<file path="config.mk">
export PLATFORM = sky130hd
export DESIGN_NAME = sync_fifo
export DESIGN_NICKNAME = d
export VERILOG_FILES = /design/src/rtl/stream_checker_fifo.sv
export SDC_FILE = /design/constraint.sdc
export NUM_CORES = 1
export LEC_CHECK = 0
export ABC_CLOCK_PERIOD_IN_PS = 3080
export CAP_MARGIN = 20
export CORE_MARGIN = 4
export CORE_UTILIZATION = 51
export DETAILED_ROUTE_END_ITERATION = 8
export PLACE_DENSITY = 0.68
export REMOVE_ABC_BUFFERS = 1
export SETUP_SLACK_MARGIN = 0.02
export SLEW_MARGIN = 20
export SYNTH_ARGS = -nofsm -noshare
export SYNTH_HDL_FRONTEND = slang
export SYNTH_SLANG_ARGS = --single-unit
export TNS_END_PERCENT = 30
</file>
<file path="constraint.sdc">
create_clock -name clk -period 3.08 [get_ports clk]
set_clock_uncertainty 0.2 [all_clocks]
set_input_delay 0.308 -clock clk [delete_from_list [all_inputs] [get_ports clk]]
set_output_delay 0.308 -clock clk [all_outputs]
set_load 0.02 [all_outputs]
</file>
<file path="src/rtl/stream_checker_fifo.sv">
// Expected-word FIFO with registered full/empty flags and a synchronous flush.
module sync_fifo #(
    parameter int DATA_W = 32,
    parameter int DEPTH  = 16
) (
    input  logic              clk,
    input  logic              rst,
    input  logic              flush,
    input  logic              push,
    input  logic [DATA_W-1:0] push_data,
    input  logic              pop,
    output logic [DATA_W-1:0] pop_data,
    output logic              full,
    output logic              empty
);
    localparam int AW = $clog2(DEPTH);

    logic [DATA_W-1:0] r_mem [DEPTH];
    logic [AW-1:0]     r_wr_ptr;
    logic [AW-1:0]     r_rd_ptr;
    logic [AW:0]       r_count;
    logic              r_full;
    logic              r_empty;

    logic              w_do_push;
    logic              w_do_pop;
    logic [AW:0]       w_count_nx;

    assign w_do_push  = push && !r_full;
    assign w_do_pop   = pop && !r_empty;
    assign w_count_nx = r_count + {{AW{1'b0}}, w_do_push} - {{AW{1'b0}}, w_do_pop};

    assign pop_data = r_mem[r_rd_ptr];
    assign full     = r_full;
    assign empty    = r_empty;

    always_ff @(posedge clk) begin
        if (w_do_push) begin
            r_mem[r_wr_ptr] <= push_data;
        end
    end

    always_ff @(posedge clk or posedge rst) begin
        if (rst) begin
            r_wr_ptr <= '0;
            r_rd_ptr <= '0;
            r_count  <= '0;
            r_full   <= 1'b0;
            r_empty  <= 1'b1;
        end else if (flush) begin
            r_wr_ptr <= '0;
            r_rd_ptr <= '0;
            r_count  <= '0;
            r_full   <= 1'b0;
            r_empty  <= 1'b1;
        end else begin
            if (w_do_push) begin
                r_wr_ptr <= r_wr_ptr + AW'(1);
            end
            if (w_do_pop) begin
                r_rd_ptr <= r_rd_ptr + AW'(1);
            end
            r_count <= w_count_nx;
            r_full  <= (w_count_nx == (AW+1)'(DEPTH));
            r_empty <= (w_count_nx == '0);
        end
    end

endmodule

</file>
==> summary.md <==
| Metric | Value |
|---|---|
| Status | `complete, no violations` |
| H-tree Lvls | `2` |
| Initial DRC count | `913` |
| Largest net degree at the start of global routing | `52` |
| TritonCTS Buffers | `51` |
| Die Area | `0.0426 mm^2` |
| DPL Wire Length | `22600 um` |
| WHS Path Cells | `5` |
| CTS Root Cell | `clkbuf_16` |
| Startpoint types | `flop` |
| Yosys reg bits | `527` |
| Vias in the first global route | `9874` |
| Final setup vio count | `0` |
| CP Buf/Inv Count | `4` |
| Vias | `9514` |
| Gpl congestion | `0.754` |
| Filler cells | `2624` |
| Pwr dens | `709 mW/mm^2` |
| Drt total wl | `42900 um` |
| Crit Path Class | `reg2out` |
| DP Worst Slack | `96.1 ps` |
| Site row count | `72` |
| WHS | `387 ps` |
| Wire length per cell | `26.9 um` |
| GRT Overall Usage | `0.206` |
| Largest family of logic cells by synthesized area | `multiplexers` |
| Setup WS post-layout | `5.84 ps` |
| Xor and xnor area share after synthesis | `0.00393` |
| GRT overflow | `0` |
| RSZ-0062 raised after global routing | `yes` |
| Worst-Margin Slew | `601 ps` |
| Critical path peak fanout | `6` |
| Final Cycle Share | `0.998` |
| Setup crit end kind | `output port` |
| FFs w/ async S/R, synth | `0.0285` |
| Number of flops mapped to enable cells by yosys | `512` |
| Buffers on Ports | `70` |
| Core ar. | `0.0387 mm^2` |
| Slowest Stage Delay on Critical Path | `570 ps` |
| Antenna Nets Post-Route | `0` |
| Initial antenna violation count | `2` |
| CTS tree | `done` |
| R2r endpoint | `full` |
| CP delay by family, top | `buffers and inverters` |
| Max cap viols | `0` |
| Highest Clock Rate | `325 MHz` |
| Top-count cell post-synth | `edfxtp_1` |
| Clock latency on the worst-skew pair | `550 ps` |
| First-pass GRT wire length | `63900 um` |
| Reg2reg start | `full` |
| Slowest stage cell, crit path | `dfrtp_4` |
| Static leakage | `7.72 nW` |
| DR pass1 iterations | `5` |
| R2r setup slk | `500 ps` |
| Crit-path cells | `buf_12 > buf_4 > buf_4 > mux4_2 > a22oi_1 > nand2_1 > buf_2` |
| Final min period | `3070 ps` |
| Max clock buf depth | `3` |
| Area Growth Syn to Fin | `19.7%` |
| Synth Area in Adders | `0.00724` |
| Synth top area share | `0.767` |
| Synth area leaders | `edfxtp_1 77%, mux4_2 14%, a22oi_1 2.4%, dfrtp_1 1.7%, nand2_1 0.75%` |
| Max VDD drop | `0.475 mV` |
| Hold endpoint | `r_wr_ptr[1]` |
| Share of cells above drive strength 1 | `0.327` |
| Synth warnings | `0` |
| Top Ports | `71` |
| Rel. slew slack | `0.599` |
| Yosys cell types | `28` |
| Final nets | `1086` |
| Main flop type after synthesis | `edfxtp_1` |
| Worst Hold Class | `in2reg` |
| Pins over their slew limit | `0` |
| Synth area leader | `edfxtp_1` |
| Post-Synth Simple-Gate Area | `0.0190` |
| # clock sinks | `527` |
| Synth Area in Compound Gates | `0.0262` |
| Hold violation total from the final report | `0` |
| Hold_sp | `push` |
| DRC violations left | `0` |
| Synth top cells by count | `512 x edfxtp_1, 128 x mux4_2, 64 x a22oi_1` |
| Routed vias/inst | `5.96` |
| Clk slew on worst S/H paths | `60 ps` |
| Crit path DAT | `2570 ps` |
| Finished Core Util | `0.619` |
| Die Span Y | `206 um` |
| Initial core utilization | `0.518` |
| Worst path required time | `2570 ps` |
| Cell count after synthesis | `884` |
| Sequential area share after synthesis | `0.786` |
| R2R depth | `10` |
| Die W | `206 um` |
| Mux cell area share after synthesis | `0.144` |
| Mapped cell area | `0.0201 mm^2` |
| Avg Cell Area, Syn | `22.7 um^2` |
| Cell mode on critical path | `buf_4` |
report_power, final:
| group | switching (mW) | leakage [nW] | total (mW) | internal (mW) |
|---|---|---|---|---|
| Clock | 2.50 | 0.793 | 6.04 | 3.54 |
| Sequential | 0.0826 | 4.82 | 8.20 | 8.12 |
| Combinational | 1.37 | 2.10 | 2.78 | 1.41 |
layer usage:
layer  up-vias  GRT usage  wire length [um]  part of all wire
li1       4035          -                 -                 -
met1      5077      0.301             18000              0.42
met2       344      0.331             21500              0.50
met3        56     0.0403              2750             0.064
met4         2     0.0463               644             0.015
met5         -          0                11           0.00026
flip-flops by register name, indices dropped and copies added (netlist names):
name and count:
r_wr_ptr 4, empty 1, r_count 5, r_mem 512, r_rd_ptr 4, full 1
worst max path at each step:
stage | start | endpoint | slack (ps) | depth (start not counted)
2_1_floorplan | r_rd_ptr[0] | pop_data[0] | -3430 | 3
3_3_place_gp | push | full | 140 | 11
3_5_place_dp | push | full | 100 | 11
4_1_cts | r_rd_ptr[0] | pop_data[22] | -80 | 6
5_1_grt | r_rd_ptr[0] | pop_data[0] | -80 | 6
6_report | r_rd_ptr[0] | pop_data[3] | 6 | 7
what timing repair did:
| action | CTS | global route |
|---|---|---|
| pin swaps | 0 | 5 |
| hold endpoints to repair | 14 | 0 |
| hold buffers | 1 | 0 |
| endpoints found under the setup margin | 32 | 31 |
| gates cloned | 3 | 1 |
| resized for setup | 97 | 55 |
| setup buffers | 9 | 10 |
cell families after synthesis:
family	count (synthesis)
mux	129
xor+xnor	9
fa+ha+maj	11
flops	527
simple gates	81
buf+inv	56
compound gates	71
cell usage in the layout, fill, tap and decap left out, drive strengths merged, types with 2 or more instances in the layout:
cell type      instances
edfxtp               512
mux4                 128
buf                   93
clkbuf                74
a22oi                 64
nand2                 40
clkdlybuf4s50         38
clkinv                22
and2                  17
dfrtp                 14
nor2                  12
inv                   10
ha                    10
xor2                   6
nor2b                  6
a21oi                  4
bufinv                 4
xnor2                  3
clkinvlp               3
a21o                   2
nand4                  2
cell type report:
class / count / area, um^2 / area share
inverters: 10 / 37.5 / 0.00156
diodes: 1 / 2.50 / 0.000104
clock inverters: 29 / 233 / 0.00970
flip-flops and latches: 527 / 15800 / 0.657
multi-input cells: 301 / 4180 / 0.174
repair buffers: 147 / 1730 / 0.0723
well taps: 518 / 648 / 0.0270
clock buffers: 62 / 1400 / 0.0583
tightest hold or removal path: cells and delay by family:
family | cells | cell delay (ps)
compound gates | 1 | 50
buf+inv | 2 | 540
simple gates | 2 | 200
per-stage QoR:
| step | instance area (um^2) | cells | setup TNS (ps) | total power, mW |
|---|---|---|---|---|
| after floorplan | 19800 | 838 | -120740 | 10.1 |
| after global placement | 22000 | 1479 | 0 | 11.0 |
| after detailed placement | 22000 | 1479 | 0 | 11.0 |
| after CTS | 23900 | 1583 | -298 | 17.1 |
| after global routing | 24000 | 1594 | -460 | 17.7 |
| final | 24000 | 1595 | 0 | 17.0 |
Note: power is estimated with default switching activity, not from simulation.
